$ cat src/rtl/booth_mul_seq_if.sv
// Handshake and operand/result bundle for booth_mul_seq.
//   master : drives start and operands, observes busy/done/hi/lo
//   slave  : the multiplier itself
interface booth_mul_seq_if #(
   parameter int unsigned WIDTH = 32
);
   logic             start;
   logic [WIDTH-1:0] multiplicand;
   logic [WIDTH-1:0] multiplier;
   logic             busy;
   logic             done;
   logic [WIDTH-1:0] hi;
   logic [WIDTH-1:0] lo;

   modport master (
      output start, multiplicand, multiplier,
      input  busy, done, hi, lo
   );

   modport slave (
      input  start, multiplicand, multiplier,
      output busy, done, hi, lo
   );
endinterface

$ cat src/rtl/booth_mul_seq.sv
// Sequential radix-2 Booth signed multiplier, one Booth step per clock.
// Ports:
//   clock   : rising-edge clock
//   reset_n : asynchronous active-low reset
//   bus     : slave side of booth_mul_seq_if
//             start/multiplicand/multiplier in; busy/done/hi/lo out.
// A request is accepted only in IDLE; done pulses one cycle after WIDTH
// steps and hi/lo hold the signed 2*WIDTH-bit product until the next one.
module booth_mul_seq #(
   parameter int unsigned WIDTH = 32
) (
   input  logic                 clock,
   input  logic                 reset_n,
   booth_mul_seq_if.slave       bus
);

   localparam int unsigned AW = WIDTH + 1;
   localparam int unsigned CW = $clog2(WIDTH) + 1;

   typedef enum logic [1:0] {
      IDLE = 2'd0,
      RUN  = 2'd1,
      DONE = 2'd2
   } state_e;

   state_e           state_q, state_d;
   logic [WIDTH-1:0] m_q,     m_d;
   logic [AW-1:0]    a_q,     a_d;
   logic [WIDTH-1:0] q_q,     q_d;
   logic             qm1_q,   qm1_d;
   logic [CW-1:0]    cnt_q,   cnt_d;
   logic             busy_q,  busy_d;
   logic             done_q,  done_d;
   logic [WIDTH-1:0] hi_q,    hi_d;
   logic [WIDTH-1:0] lo_q,    lo_d;

   logic [AW-1:0]    m_sext;
   logic [AW-1:0]    a_sum;

   // Booth add/subtract on the sign-extended multiplicand; AW bits keep
   // the most negative multiplicand from overflowing.
   always_comb begin
      m_sext = {m_q[WIDTH-1], m_q};
      unique case ({q_q[0], qm1_q})
         2'b01:   a_sum = a_q + m_sext;
         2'b10:   a_sum = a_q - m_sext;
         default: a_sum = a_q;
      endcase
   end

   // Next-state and registered-output logic.
   always_comb begin
      state_d = state_q;
      m_d     = m_q;
      a_d     = a_q;
      q_d     = q_q;
      qm1_d   = qm1_q;
      cnt_d   = cnt_q;
      busy_d  = busy_q;
      done_d  = 1'b0;
      hi_d    = hi_q;
      lo_d    = lo_q;

      unique case (state_q)
         IDLE: begin
            busy_d = 1'b0;
            if (bus.start) begin
               m_d     = bus.multiplicand;
               q_d     = bus.multiplier;
               a_d     = '0;
               qm1_d   = 1'b0;
               cnt_d   = '0;
               busy_d  = 1'b1;
               state_d = RUN;
            end
         end
         RUN: begin
            // Arithmetic right shift of {A,Q,q_m1} after the add step.
            a_d   = {a_sum[AW-1], a_sum[AW-1:1]};
            q_d   = {a_sum[0], q_q[WIDTH-1:1]};
            qm1_d = q_q[0];
            cnt_d = cnt_q + CW'(1);
            if (cnt_q == CW'(WIDTH - 1)) begin
               hi_d    = a_sum[WIDTH:1];
               lo_d    = {a_sum[0], q_q[WIDTH-1:1]};
               done_d  = 1'b1;
               busy_d  = 1'b0;
               state_d = DONE;
            end
         end
         DONE: begin
            busy_d  = 1'b0;
            state_d = IDLE;
         end
         default: begin
            busy_d  = 1'b0;
            state_d = IDLE;
         end
      endcase
   end

   // State and datapath registers.
   always_ff @(posedge clock or negedge reset_n) begin
      if (!reset_n) begin
         state_q <= IDLE;
         m_q     <= '0;
         a_q     <= '0;
         q_q     <= '0;
         qm1_q   <= 1'b0;
         cnt_q   <= '0;
         busy_q  <= 1'b0;
         done_q  <= 1'b0;
         hi_q    <= '0;
         lo_q    <= '0;
      end else begin
         state_q <= state_d;
         m_q     <= m_d;
         a_q     <= a_d;
         q_q     <= q_d;
         qm1_q   <= qm1_d;
         cnt_q   <= cnt_d;
         busy_q  <= busy_d;
         done_q  <= done_d;
         hi_q    <= hi_d;
         lo_q    <= lo_d;
      end
   end

   assign bus.busy = busy_q;
   assign bus.done = done_q;
   assign bus.hi   = hi_q;
   assign bus.lo   = lo_q;

endmodule
$ cat src/flat_wrapper.sv
// flat-port wrapper written by rule: the top's interface ports become plain ports
module booth_mul_seq_flat 
#(
   parameter int unsigned WIDTH = 32
)
  (clock, reset_n, bus_start, bus_multiplicand, bus_multiplier, bus_busy, bus_done, bus_hi, bus_lo);
  booth_mul_seq_if #(.WIDTH(WIDTH)) bus_i ();
  input  logic clock;
  input  logic reset_n;
  input wire logic [$bits(bus_i.start)-1:0] bus_start;
  input wire logic [$bits(bus_i.multiplicand)-1:0] bus_multiplicand;
  input wire logic [$bits(bus_i.multiplier)-1:0] bus_multiplier;
  output wire logic [$bits(bus_i.busy)-1:0] bus_busy;
  output wire logic [$bits(bus_i.done)-1:0] bus_done;
  output wire logic [$bits(bus_i.hi)-1:0] bus_hi;
  output wire logic [$bits(bus_i.lo)-1:0] bus_lo;
  assign bus_i.start = bus_start;
  assign bus_i.multiplicand = bus_multiplicand;
  assign bus_i.multiplier = bus_multiplier;
  assign bus_busy = bus_i.busy;
  assign bus_done = bus_i.done;
  assign bus_hi = bus_i.hi;
  assign bus_lo = bus_i.lo;
  booth_mul_seq #(.WIDTH(WIDTH)) u_core (.clock(clock), .reset_n(reset_n), .bus(bus_i));
endmodule
$ cat config.mk
export PLATFORM = sky130hd
export DESIGN_NAME = booth_mul_seq_flat
export DESIGN_NICKNAME = d
export VERILOG_FILES = /design/src/rtl/booth_mul_seq_if.sv /design/src/rtl/booth_mul_seq.sv /design/src/flat_wrapper.sv
export SDC_FILE = /design/constraint.sdc
export NUM_CORES = 1
export LEC_CHECK = 0
export ABC_AREA = 1
export CORE_ASPECT_RATIO = 0.9
export CORE_MARGIN = 4
export CORE_UTILIZATION = 55
export DETAILED_ROUTE_END_ITERATION = 8
export PLACE_DENSITY = 0.83
export SYNTH_ARGS = -nofsm -noshare
export SYNTH_HDL_FRONTEND = slang
export SYNTH_SLANG_ARGS = --single-unit
export TNS_END_PERCENT = 10
$ cat constraint.sdc
create_clock -name clock -period 4.21 [get_ports clock]
set_input_delay 0.842 -clock clock [delete_from_list [all_inputs] [get_ports clock]]
set_output_delay 0.842 -clock clock [all_outputs]
set_load 0.02 [all_outputs]
-- Yosys cells after proc, flatten, opt, wreduce, memory -nomap -nowiden
Cells that the tools add are included.
- register bits: 172
- output and inout bits: 66
- $add $sub $neg: 3
- eq/ne operators: 6
- mux-type cells: 17
- reductions and logical operators: 6
- operators with widths (operator ; count):
    $pmux 33 s2 ; 2
    $pmux 32 s2 ; 1
    $add 33x33->33 ; 1
    $mux 33 ; 1
    $sub 33x33->33 ; 1
    $mux 32 ; 1
    $pmux 6 s2 ; 1
    $reduce_and 2->1 ; 4
    $add 6x1->6 const B ; 1
    $eq 6x5->1 const B ; 1
    $mux 6 ; 1
    $mux 1 ; 5
    $eq 2x1->1 const B ; 2
    $mux 2 ; 2
    $pmux 1 s2 ; 2
    $pmux 2 s2 ; 1
    $eq 2x2->1 const B ; 1
    $logic_not 2->1 ; 1
    $ne 2x1->1 const B ; 1
    $ne 2x2->1 const B ; 1
    $reduce_bool 2->1 ; 1

-- Logic depth before layout (Yosys ltp)
Gate-level depths: netlist of the first run.
- depth in word-level cells: 3
- mapped depth: 27
- mapped depth without buffers: 27

-- Worst setup path after synthesis of the first run
Ideal clock, no wire load.
- path type: flip-flop to flip-flop
- from: register u_core.q_q[0]
- to: register u_core.a_q[31]
- library setup time: 0.116 ns
- data arrival time: 2.696 ns
- required time: 4.094 ns
- slack: 1.397 ns
- cell stages (with the launch flop): 21
- buffers on the path: 1
- period minus slack after synthesis: 2.813 ns
- path through: dfrtp_1 -> ha_1 -> inv_1 -> clkbuf_1 -> nand2_1 -> nand2_1 -> a21oi_2 -> xor2_1 -> ha_1 -> nand2_1 -> inv_1 -> a21oi_1 -> nand2_1 -> a21oi_1 -> nand2_1 -> nand2_1 -> nand3_1 -> nand2_1 -> nand2_1 -> nand2_1 -> nand2_1
- word-level cells in the longest chain between the ends: 3
- elaborated cells on any way between the ends: 4
- those cells by class: eq/ne (2); mux (2)
- ends and longest elaborated chain (item ; RTL line ; source):
    start, declared ; booth_mul_seq.sv:29 ; logic [WIDTH-1:0] q_q, q_d;
    start signal, assigned ; booth_mul_seq.sv:119 ; q_q <= q_d;
    $eq 2x2->1 / $eq 2x1->1 (equally long branches) ; booth_mul_seq.sv:44 ; unique case ({q_q[0], qm1_q})
    $pmux 33 s2 (*) ; booth_mul_seq.sv:44 ;
    $pmux 33 s2 (*) ; booth_mul_seq.sv:64 ; unique case (state_q)
    end signal, assigned ; booth_mul_seq.sv:107 ; a_q <= '0;
    end signal, assigned ; booth_mul_seq.sv:118 ; a_q <= a_d;
    end, declared ; booth_mul_seq.sv:28 ; logic [AW-1:0] a_q, a_d;
Every way passes the cells marked *; elsewhere a longest branch is shown, timed or not.
A chain may end at the register's enable or synchronous reset.

-- Worst setup path in the final report of the first run
- from: register u_core.q_q[0]
- to: register u_core.a_q[26]
Same word-level chain as after synthesis.

==> flow_summary.json, run 1 <==
{
  "routabilityCongestion": 0.954,
  "rows": 46,
  "rsz0062_at_grt": "no",
  "cp.required_ns": 4.53,
  "crit_arrival_ns": 3.76,
  "critPathLaunchType": "flip-flop",
  "clk-insertion-delay-late_ns": 0.43,
  "grt.overflow.total": 0,
  "port_buffers": 132,
  "multi_input_area_um2": 4890,
  "diodes": 0,
  "nFillCells": 1555,
  "final_layout_size_suffix_gt1_frac": 0.0671,
  "syn_inst": 1319,
  "reg2regPathDepth": 17,
  "clkTransAtPathRegs_ns": 0.08,
  "vias": 9227,
  "hold_viol_final": 0,
  "seq_area_frac_synth": 0.427,
  "die_area_um2": 20400,
  "yosysUniqueCellTypes": 46,
  "yosysWarnings": 0,
  "setup_violations": 0,
  "syn_area_um2": 10000,
  "core-area_um2": 17700,
  "io_pins": 133,
  "holdBufCountCts": 0,
  "cts_tree": "done",
  "cpMaxStageDelayCell": "inv_1",
  "fin_setup_tns_ns": 0,
  "grt_pass1_wl_mm": 44.3,
  "startpoint": "u_core.q_q[0]",
  "die_h_um": 136,
  "cts_resized": 0,
  "cts_buffer_depth": 2,
  "drv_cap": 0,
  "layout_common_cells": "444 x nand2_1, 171 x dfrtp_1, 136 x inv_1, 131 x clkdlybuf4s50_1, 78 x nand3_1",
  "grt_max_degree": 88,
  "fin_nets": 1536,
  "critical_path.cell_chain": "ha_1 -> inv_1 -> nand2_1 -> o21ai_0 -> xor2_1 -> inv_1 -> ha_1 -> a21oi_1 -> o21ai_0 -> a21oi_1 -> nor2_1 -> nor2_1 -> nand2_1 -> nand2_1 -> nand3_1 -> nand3_1 -> nand2_1",
  "antenna_found_initial": 0,
  "clock_sinks": 171,
  "status": "finished, final reports clean",
  "drcViolationCount": 0,
  "critical_path_class": "reg -> reg",
  "slew_headroom": 0.423,
  "hpwlAfterDp_mm": 19.9,
  "cts-root-buf": "clkbuf_16",
  "syn_to_final_growth_pct": 20.4,
  "worst_path_dominant_cell_family": "compound AO/OA/AOI/OAI gates",
  "ys_ff_latch": 171,
  "cpMostUsedCell": "nand2_1",
  "layout_commonest_cell": "nand2_1",
  "wirelength_mm": 27.1,
  "crit_fanout": 21,
  "crit_cells": 17,
  "fin_worst_skew_ns": 0.0140,
  "die_w_um": 150,
  "max_freq_mhz": 290,
  "cts-htree-levels": 4,
  "register_area_um2": 4280,
  "reg2reg_from": "u_core.q_q[0]",
  "hold_path.class": "in -> async",
  "grt_usage": 0.275,
  "firstDrtPassIters": 6,
  "grt_pass1_vias": 8719,
  "r2r-end": "u_core.a_q[26]",
  "path_buf_inv": 2,
  "synth_nets": 1422,
  "cp-end-kind": "flip-flop",
  "min_period_ns": 3.45,
  "vias_per_cell": 5.47,
  "ant_nets": 0,
  "ff2ff_setup_slack_ns": 0.76,
  "numCtsBuffers": 17,
  "wire_per_inst_um": 16.1,
  "drv_slew": 0,
  "crit_path_end": "u_core.a_q[26]",
  "tightest_slew_ns": 0.863,
  "avgSynthCellArea_um2": 7.59,
  "drtIter0Drc": 703,
  "fin_crit_sh": 0.818,
  "initial_core_util": 0.565,
  "slowest_delay_ns": 0.49,
  "post_cts_buffers": 0
}
[worst min-delay path by stage]
stage | from | endpoint | slack (ns) | cells past startpoint
floorplan | u_core.a_q[19] | u_core.a_q[19] | 0.47 | 2
global placement | u_core.bus.hi[20] | u_core.bus.hi[20] | 0.46 | 2
detailed placement | u_core.bus.hi[28] | u_core.bus.hi[28] | 0.46 | 2
CTS | reset_n | u_core.bus.lo[9] | 0.40 | 1
global route | reset_n | u_core.bus.lo[9] | 0.41 | 1
finish | reset_n | u_core.bus.lo[10] | 0.38 | 1
[through the flow]
| stage | hold WS (ns) | instances | util | worst slack [ns] | instance area, um2 |
|---|---|---|---|---|---|
| 2_1_floorplan | 0.469 | 1319 | - | 1.40 | 10000 |
| 3_3_place_gp | 0.461 | 1654 | 0.645 | 0.817 | 11400 |
| 3_5_place_dp | 0.464 | 1654 | 0.645 | 0.831 | 11400 |
| 4_1_cts | 0.401 | 1686 | 0.680 | 0.821 | 12100 |
| 5_1_grt | 0.407 | 1686 | 0.680 | 0.409 | 12100 |
| 6_report | 0.383 | 1686 | 0.680 | 0.764 | 12100 |
[cell type report]
type | count | share of cell area
multi-input cells | 958 | 0.406
flip-flops and latches | 171 | 0.355
repair buffers | 142 | 0.118
inverters | 143 | 0.0446
clock buffers | 18 | 0.0364
well taps | 240 | 0.0249
clock inverters | 14 | 0.0156
[cells by family (layout without fill, tap and decap cells)]
| group | count (synthesis) | count (layout) | synth area share |
|---|---|---|---|
| flops | 171 | 171 | 0.427 |
| fa+ha+maj | 36 | 36 | 0.0457 |
| compound gates | 224 | 224 | 0.133 |
| xor+xnor | 33 | 33 | 0.0289 |
| simple gates | 664 | 664 | 0.279 |
| buf+inv | 190 | 317 | 0.0845 |
| mux | 1 | 1 | 0.00100 |
[layer usage]
layer | GRT usage | wire, um
met1 | 0.412 | 12500
met2 | 0.413 | 11900
met3 | 0.0517 | 2230
met4 | 0.0691 | 442
met5 | 0 | 0
[sequential cells by signal, summed over array words and instances (netlist names)]
signal	count
u_core.a_q	32
u_core.bus.done	1
u_core.qm1_q	1
u_core.q_q	32
u_core.state_q	2
u_core.bus.lo	32
u_core.bus.hi	32
u_core.m_q	32
u_core.cnt_q	6
u_core.bus.busy	1
[synthesized netlist by cell type, drive strengths merged]
cell     instances  area [um2]
and2             1        6.26
o221ai          21         184
nand4            5        31.3
nand2          455        1740
o21a             3        22.5
a31oi            1        6.26
o31ai            5        51.3
nor2            86         365
a21oi           47         254
o211ai           1        7.51
mux2i            1        10.0
o21bai           7        52.6
dfrtp          171        4280
nor3b            1        12.5
or2             15        93.8
xor2            18         158
clkbuf          17        63.8
xnor2           15         131
ha              35         438
inv            143         537
nor4             3        18.8
fa               1        20.0
o22ai            8        50.1
a22o             1        8.76
nand3           82         430
a22oi           10        75.1
nand3b           2        15.0
nor3            14        86.3
buf             30         245
a21o             5        37.5
o21ai          114         578
a2bb2oi          1        8.76
Power of run 1 is not shown: default switching activity piles up to over one toggle a cycle in this logic, so the estimate is an artifact.
==> inputs of run 2 (changes only) <==
--- a/config.mk
+++ b/config.mk
@@ -8,9 +8,9 @@
 export ABC_AREA = 1
 export CORE_ASPECT_RATIO = 0.9
 export CORE_MARGIN = 4
-export CORE_UTILIZATION = 55
+export CORE_UTILIZATION = 51
 export DETAILED_ROUTE_END_ITERATION = 8
-export PLACE_DENSITY = 0.83
+export PLACE_DENSITY = 0.81
 export SYNTH_ARGS = -nofsm -noshare
 export SYNTH_HDL_FRONTEND = slang
 export SYNTH_SLANG_ARGS = --single-unit
==> constraint.sdc (replaced) <==
create_clock -name clock -period 2.85 [get_ports clock]
set_input_delay 0.57 -clock clock [delete_from_list [all_inputs] [get_ports clock]]
set_output_delay 0.57 -clock clock [all_outputs]
set_load 0.02 [all_outputs]
==> flow_summary.json, run 2 (synthesis results as in run 1) <==
{
  "status": "finished, violations left",
  "violations": "negative setup slack",
  "io_pins": 133,
  "layout_common_cells": "406 x nand2_1, 171 x dfrtp_1, 139 x buf_4, 131 x clkdlybuf4s50_1, 122 x inv_1",
  "utilization": 0.726,
  "initial_core_util": 0.521,
  "holdBufCountCts": 0,
  "fin_nets": 1669,
  "diodes": 0,
  "worst_path_dominant_cell_family": "simple AND/OR/NAND/NOR gates",
  "wire_per_inst_um": 17.2,
  "critical_path_class": "reg -> reg",
  "clkTransAtPathRegs_ns": 0.08,
  "grt_usage": 0.277,
  "fin_worst_skew_ns": 0.0143,
  "hpwlAfterDp_mm": 21.6,
  "vias": 9988,
  "rows": 48,
  "drtIter0Drc": 801,
  "cpMostUsedCell": "nand2_1",
  "numCtsBuffers": 17,
  "slowest_delay_ns": 0.40,
  "cpMaxStageDelayCell": "dfrtp_1",
  "die_h_um": 141,
  "crit_arrival_ns": 3.62,
  "clock_sinks": 171,
  "slew_headroom": 0.475,
  "grt_pass1_wl_mm": 48.5,
  "clk-insertion-delay-late_ns": 0.45,
  "final_layout_size_suffix_gt1_frac": 0.249,
  "critPathLaunchType": "flip-flop",
  "rsz0062_at_grt": "yes",
  "setup_ws_ns": -0.381,
  "ant_nets": 0,
  "port_buffers": 132,
  "die_w_um": 156,
  "hold_ws_ns": 0.0965,
  "path_buf_inv": 3,
  "core-area_um2": 19200,
  "drv_slew": 0,
  "firstDrtPassIters": 5,
  "wirelength_mm": 31.5,
  "routabilityCongestion": 0.919,
  "cp-end-kind": "flip-flop",
  "layout_commonest_cell": "nand2_1",
  "hold_path.class": "in -> async",
  "min_period_ns": 3.23,
  "cts-root-buf": "clkbuf_16",
  "drv_cap": 0,
  "grt_pass1_vias": 9451,
  "grt.overflow.total": 0,
  "cts_tree": "done",
  "fin_crit_sh": 1.13,
  "hold_viol_final": 0,
  "die_area_um2": 21900,
  "setup_violations": 44,
  "crit_fanout": 4,
  "cts_buffer_depth": 2,
  "tightest_slew_ns": 0.788,
  "drcViolationCount": 0,
  "cts-htree-levels": 4,
  "max_freq_mhz": 309,
  "antenna_found_initial": 0,
  "grt_max_degree": 79,
  "syn_to_final_growth_pct": 39.4,
  "cp.required_ns": 3.24,
  "vias_per_cell": 5.46
}
## run 2: cell count changes in the layout (fill, tap and decap cells not counted), moves of 15 or more
| cell | change |
|---|---|
| buf_4 | +131 |
| nand2_1 | -38 |
| a21oi_1 | -27 |
| nand2_2 | +27 |
| a21oi_2 | +24 |
| ha_1 | -22 |
| ha_4 | +18 |
| nor2_1 | -18 |
| nand3_1 | -15 |
## run 2: per-stage QoR
stage / instances / instance area, um2 / TNS [ns] / setup WS (ns)
after floorplan: 1319 / 10000 / 0 / 0.0375
after global placement: 1787 / 12400 / -6.40 / -0.419
after detailed placement: 1787 / 12400 / -12.70 / -0.472
after CTS: 1822 / 13300 / -6.29 / -0.242
after global routing: 1829 / 14000 / -18.63 / -0.573
final: 1829 / 14000 / -11.27 / -0.381
## run 2: worst paths after layout
kind | start | cells after the start | to | slack [ns]
max | u_core.m_q[0] | 25 | u_core.a_q[31] | -0.38
min | reset_n | 1 | u_core.q_q[9] | 0.1
max reg2reg | u_core.m_q[0] | 25 | u_core.a_q[31] | -0.38
min reg2reg | u_core.bus.hi[25] | 2 | u_core.bus.hi[25] | 0.48
max in group asynchronous | reset_n | 2 | u_core.m_q[18] | 2.04
min in group clock | u_core.bus.hi[25] | 2 | u_core.bus.hi[25] | 0.48
## run 2: final cells by class
type / instances / area (um2)
timing repair buffer: 275 / 2440
fill: 1429 / 5260
multi-input combinational: 958 / 5790
clock buffer: 18 / 439
tap: 250 / 313
clock inverter: 14 / 158
sequential: 171 / 4280
inverter: 143 / 541
## run 2: routing by layer
metal  routed length [um]  track usage  vias up  share of wire
met1                13800        0.412     4792           0.44
met2                14800        0.422      361           0.47
met5                    0            0        -              0
met4                  768       0.0746        0          0.024
li1                     -            -     4775              -
met3                 2210       0.0457       60          0.070
## run 2: repair_timing
item | in CTS | in global routing
buffers inserted | 3 | 7
gates resized for setup | 73 | 141
pin swaps | 9 | 40
setup endpoints to repair | 50 | 53
Power of run 2 is left out for the same reason.
==> inputs of run 3 (changes only) <==
--- a/config.mk
+++ b/config.mk
@@ -8,9 +8,9 @@
 export ABC_AREA = 1
 export CORE_ASPECT_RATIO = 0.9
 export CORE_MARGIN = 4
-export CORE_UTILIZATION = 51
+export CORE_UTILIZATION = 55
 export DETAILED_ROUTE_END_ITERATION = 8
-export PLACE_DENSITY = 0.81
+export PLACE_DENSITY = 0.83
 export SYNTH_ARGS = -nofsm -noshare
 export SYNTH_HDL_FRONTEND = slang
 export SYNTH_SLANG_ARGS = --single-unit
==> constraint.sdc (replaced) <==
create_clock -name clock -period 3.2 [get_ports clock]
set_input_delay 0.64 -clock clock [delete_from_list [all_inputs] [get_ports clock]]
set_output_delay 0.64 -clock clock [all_outputs]
set_load 0.02 [all_outputs]
==> flow_summary.json, run 3 (synthesis results as in run 1) <==
{
  "cpMostUsedCell": "nand3_1",
  "fin_worst_skew_ns": 0.00966,
  "crit_fanout": 4,
  "ant_nets": 0,
  "port_buffers": 132,
  "ff2ff_setup_slack_ns": -0.02,
  "cts_tree": "done",
  "place_inst": 1663,
  "reg2reg_from": "u_core.m_q[1]",
  "cts-root-buf": "clkbuf_16",
  "rows": 46,
  "setup_violations": 4,
  "io_pins": 133,
  "fin_nets": 1557,
  "startpoint": "u_core.m_q[1]",
  "instances_no_fill": 1707,
  "routabilityCongestion": 0.976,
  "cpMaxStageDelayCell": "dfrtp_1",
  "wire_per_inst_um": 16.5,
  "drtIter0Drc": 698,
  "min_period_ns": 3.22,
  "dp_slack_ns": -0.0902,
  "initial_core_util": 0.565,
  "grt_usage": 0.277,
  "diodes": 0,
  "wl_met2_mm": 12.6,
  "grt_pass1_vias": 8663,
  "hold_path.class": "reg -> reg",
  "rsz0062_at_grt": "yes",
  "clkTransAtPathRegs_ns": 0.07,
  "firstDrtPassIters": 6,
  "antenna_found_initial": 0,
  "die_w_um": 150,
  "crit_path_end": "u_core.bus.hi[30]",
  "slowest_delay_ns": 0.41,
  "setup_ws_ns": -0.0230,
  "syn_to_final_growth_pct": 26.0,
  "layout_commonest_cell": "nand2_1",
  "violations": "negative setup slack",
  "top_layer_used": "met4",
  "vias": 9366,
  "grt.overflow.total": 0,
  "slew_headroom": 0.440,
  "clock_sinks": 171,
  "final_layout_size_suffix_gt1_frac": 0.138,
  "critical_path_class": "reg -> reg",
  "layout_common_cells": "426 x nand2_1, 171 x dfrtp_1, 131 x clkdlybuf4s50_1, 129 x inv_1, 74 x nand3_1",
  "cp-end-kind": "flip-flop",
  "hold_ws_ns": 0.482,
  "grt_pass1_wl_mm": 44.6,
  "cts-htree-levels": 4,
  "numCtsBuffers": 17,
  "hold_viol_final": 0,
  "cts_buffer_depth": 2,
  "m1WireLength_mm": 13.2,
  "cp.required_ns": 3.52,
  "wl_met3_mm": 1.95,
  "fin_crit_sh": 1.01,
  "drv_slew": 0,
  "reg2regPathDepth": 17,
  "drcViolationCount": 0,
  "crit_arrival_ns": 3.55,
  "core-area_um2": 17700,
  "r2r-end": "u_core.bus.hi[30]",
  "status": "finished, violations left",
  "wirelength_mm": 28.2,
  "grt_max_degree": 107,
  "die_area_um2": 20400,
  "vias_per_cell": 5.49,
  "critical_path.cell_chain": "inv_2 -> nand3_4 -> nor3_4 -> nand2_2 -> nor2_4 -> a31oi_2 -> nor2_2 -> xor2_2 -> ha_2 -> buf_4 -> inv_1 -> nor4_4 -> nand3_1 -> nand3_1 -> nand3_2 -> nand3_1 -> nand2_1",
  "die_h_um": 136,
  "max_freq_mhz": 310,
  "drv_cap": 0,
  "clk-insertion-delay-late_ns": 0.44,
  "tightest_slew_ns": 0.840,
  "hpwlAfterDp_mm": 19.9,
  "critPathLaunchType": "flip-flop"
}
-- run 3: cell count changes in the layout (fill, tap and decap cells not counted), sizes merged --
| cell | delta |
|---|---|
| clkinvlp | -1 |
| buf | -113 |
| clkinv | +5 |
| clkbuf | -1 |
| inv | -3 |
| dlygate4sd3 | +1 |
-- run 3: worst min-delay path by stage --
stage                                  from                end  depth (start not counted)
final                     u_core.bus.hi[29]  u_core.bus.hi[29]                          2
after global routing                reset_n   u_core.bus.lo[9]                          2
after CTS                 u_core.bus.hi[13]  u_core.bus.hi[13]                          2
after detailed placement            reset_n   u_core.bus.lo[9]                          1
after global placement              reset_n   u_core.bus.lo[9]                          1
after floorplan                     reset_n      u_core.a_q[0]                          0
-- run 3: what timing repair did --
| action | CTS | global route |
|---|---|---|
| buffers inserted | 2 | 9 |
| endpoints found under the setup margin | 7 | 45 |
| resized for setup | 10 | 98 |
| pin swaps | 2 | 30 |
| hold buffers | 1 | 0 |
| endpoints found under the hold margin | 1 | 0 |
-- run 3: worst max-delay path, delay by kind of cell, from the launching register on --
| kind | cells | cell delay, ns |
|---|---|---|
| simple gates | 11 | 1.70 |
| flops | 1 | 0.41 |
| fa+ha+maj | 1 | 0.38 |
| buf+inv | 3 | 0.32 |
| compound gates | 1 | 0.17 |
| xor+xnor | 1 | 0.12 |
-- run 3: cell type report --
class	instances	area, um2
flip-flops and latches	171	4280
multi-input cells	958	5330
inverters	143	538
clock inverters	15	155
repair buffers	163	1580
clock buffers	17	425
well taps	240	300
fillers	1436	5110
-- run 3: layer usage --
| metal | global-route usage | up-vias |
|---|---|---|
| met1 | 0.418 | 4486 |
| li1 | - | 4540 |
| met2 | 0.421 | 307 |
| met4 | 0.0610 | 0 |
| met5 | 0 | - |
| met3 | 0.0470 | 33 |
-- run 3: per-stage QoR --
step                TNS [ns]  utilization  area (um2)
floorplan                  0            -       10000
global placement      -0.233        0.649       11500
detailed placement    -0.287        0.649       11500
CTS                  -0.0157        0.685       12100
global route           -4.49        0.712       12600
finish               -0.0562        0.712       12600
Power of run 3 is left out for the same reason.
==> RTL edit, RTL diff (flow settings as in run 2) <==
`m_q` no longer has a reset.
--- a/src/rtl/booth_mul_seq.sv
+++ b/src/rtl/booth_mul_seq.sv
@@ -103,7 +103,6 @@
    always_ff @(posedge clock or negedge reset_n) begin
       if (!reset_n) begin
          state_q <= IDLE;
-         m_q     <= '0;
          a_q     <= '0;
          q_q     <= '0;
          qm1_q   <= 1'b0;
@@ -114,7 +113,6 @@
          lo_q    <= '0;
       end else begin
          state_q <= state_d;
-         m_q     <= m_d;
          a_q     <= a_d;
          q_q     <= q_d;
          qm1_q   <= qm1_d;
@@ -126,6 +124,10 @@
       end
    end
 
+   always_ff @(posedge clock) begin
+      m_q <= m_d;
+   end
+
    assign bus.busy = busy_q;
    assign bus.done = done_q;
    assign bus.hi   = hi_q;
Function: same outputs for any inputs over 10 cycles, from zero or initial values and one cycle with reset_n low; that may be too few to reach the edited logic, so the function may still have changed.
==> RTL edit against run 2 <==
  * The flow still finishes with violations (negative setup slack)
  * Die area fell by 1.9%
  * Setup slack got worse by 0.055 ns
  * Sequential cell count did not move
  * Utilization rose by 1.0 points
  * Design area fell by 1.6%
  * Cell count fell by 4.0%
  * Worst hold slack got worse by 0.0022 ns
  * Via count fell by 1.9%
  * Wire length rose by 2.7%
  * Synthesized area fell by 2.0%
  * Global-route usage rose by 0.94 points
  * Critical path type unchanged
  * Critical endpoint unchanged
  * Highest routed layer unchanged
Power is left out: the tool's default activity adds up to more than one toggle a clock period on the data nets, which glitch-free logic cannot reach.
==> RTL edit: results (changes against run 2) <==
| Step | Item | Value | Delta |
| --- | --- | --- | --- |
| synth | Top area cells in the synthesized netlist | dfrtp_1 (35%), nand2_1 (15%), edfxtp_1 (9.8%) |  |
| critical path | Max stage delay cell, worst path | edfxtp_1 |  |
| global route | Vias in the first global route | 9504 | +0.56% |
| hold path | Worst min-delay path category | input port to async pin |  |
| clock network | CTS Buf Count | 17 | unchanged |
| sta | Slew HR | 46.2% | -1.2 points |
| detailed routing | Detailed-route wire length per cell | 18.4 µm | +7.0% |
| layout | Proportion of layout cells with a drive suffix above 1 | 24.6% | -0.34 points |
| placed design | Number of placed cells counting well taps | 1706 | -4.5% |
| critical path | Critical path launch point | u_core.m_q[0] |  |
| synth | Number of warning messages in the yosys log | 0 | unchanged |
| critical path | Critical Path Fanout Max | 4 | unchanged |
| clock network | CTS H-Tree Depth | 4 | unchanged |
| sta | Final number of setup-violating endpoints | 49 | +11% |
| critical path | Crit path largest cell delay | 0.42 ns | +0.02 ns |
| critical path | Worst r2r path cells | 21 | -16% |
| placed design | Detailed Place HPWL | 22.2 mm | +2.9% |
| layout | # diodes | 0 | unchanged |
| global route | Antenna violations before repair | 0 | unchanged |
| sta | Worst Slack Setup Final | -0.436 ns | -0.0551 ns |
| detailed routing | Final WL | 32.4 mm | +2.7% |
| global route | Maximum number of pins on one net before global-route repair | 94 | +19% |
| layout | Fill cells | 1352 | -5.4% |
| clock network | Cell at the root of the clock tree | clkbuf_16 |  |
| global route | GRT Util Overall | 28.6% | +0.94 points |
| synth | Share of async-settable or async-resettable flops after synthesis | 81.3% | -19 points |
| synth | Mapped Avg Cell Area | 7.89 µm² | +4.0% |
| detailed routing | Pre-antenna DRT Iters | 5 | unchanged |
| clock network | Maximum clock insertion buffer count | 2 | unchanged |
| synth | Number of synthesized flops with an enable pin | 32 | +32 |
| synth | Top flip-flop cell by instance count after synthesis | dfrtp_1 |  |
| synth | Net count of the mapped netlist | 1346 | -5.3% |
| clock network | Source-to-sink clock delay at the later pin of the worst-skew pair | 0.46 ns |  |
| layout | Net count reported at finish | 1601 | -4.1% |
| outcome | Run status | finished with violations |  |
| detailed routing | Average vias per placed instance | 5.58 | +2.2% |
| outcome | Violated checks | negative setup slack |  |
| clock network | Clock-pin slew on the worst setup and hold paths | 0.08 ns | about the same |
| sta | Worst Skew | 0.0122 ns | -0.00211 ns |
| global route | First-pass GRT wire length | 49.0 mm | +1.0% |
| placed design | Count of port buffers added during placement | 132 | unchanged |
| critical path | Endpoint of the lowest-slack register-to-register path | u_core.a_q[31] |  |
| critical path | Type of element capturing the critical path | flip-flop |  |
| placed design | Last weighted congestion value of the routability-driven placer | 0.997 | +8.5% |
| synth | Synth unique cells | 48 | +4.3% |
| synth | Proportion of synthesized chip area in sequential cells | 45.2% | +2.5 points |
| synth | Commonest cells in the synthesized netlist | nand2_1 (380), dfrtp_1 (139), inv_1 (138) |  |
| detailed routing | First-iteration detailed-routing DRC count | 828 | +3.4% |
==> RTL edit: cell count changes after synthesis, sizes merged, moves of 6 or more <==
cell and delta:
nand2 -65, a21oi -10, nor2 +6, buf -8, o221ai -17, dfrtp -32, o211ai +16, edfxtp +32
==> RTL edit: cell families after synthesis <==
logic type      share of synthesized area (%)
simple gates                             26.3
compound gates                           12.5
buf+inv                                  7.75
flops                                    45.2
xor+xnor                                 3.30
fa+ha+maj                                4.67
mux                                     0.204
==> RTL edit: how the worst min path moves through the flow <==
stage                 startpoint                end  depth (start not counted)
2_1_floorplan            reset_n      u_core.a_q[0]                          0
3_3_place_gp   u_core.bus.hi[28]  u_core.bus.hi[28]                          2
3_5_place_dp   u_core.bus.lo[31]  u_core.bus.lo[31]                          2
4_1_cts                  reset_n  u_core.bus.lo[15]                          1
5_1_grt                  reset_n   u_core.bus.lo[5]                          1
6_report                 reset_n  u_core.bus.lo[15]                          1
==> RTL edit: area by class of cell <==
class	count	share of cell area, %
Tap cell	245	2.23
Inverter	146	3.99
Multi-Input combinational cell	888	38.9
Timing Repair Buffer	274	17.9
Sequential cell	171	32.3
Clock inverter	15	1.55
Clock buffer	17	3.10
==> RTL edit: timing repair <==
action	CTS	global route
setup endpoints to repair	50	56
hold buffers	0	0
gates resized for setup	88	95
setup buffers	5	13
pin swaps	22	38
==> RTL edit: worst max-delay path, delay by kind of cell (launching register included) <==
kind / cells / cell delay [ns]
AO/OA/AOI/OAI: 2 / 0.34
XOR/XNOR: 1 / 0.18
adder cells (fa/ha/maj): 1 / 0.26
buffers and inverters: 4 / 0.39
flip-flops: 1 / 0.42
AND/OR/NAND/NOR: 13 / 1.57
==> RTL edit: stage by stage <==
step / worst slack (ns) / instance area (µm²) / setup TNS (ns) / hold WS, ns
after floorplan: 0.0917 / 9810 / 0 / 0.274
after global placement: -0.338 / 12200 / -9.20 / 0.461
after detailed placement: -0.403 / 12200 / -12.00 / 0.466
after CTS: -0.268 / 13200 / -7.21 / 0.117
after global routing: -0.589 / 13700 / -23.19 / 0.140
final: -0.436 / 13700 / -13.76 / 0.0944
==> RTL edit: layer usage <==
| layer | routed length [µm] | track usage (%) |
|---|---|---|
| met5 | 0 | 0 |
| met4 | 902 | 8.36 |
| met3 | 2640 | 5.25 |
| met2 | 15100 | 46.0 |
| met1 | 13800 | 39.9 |
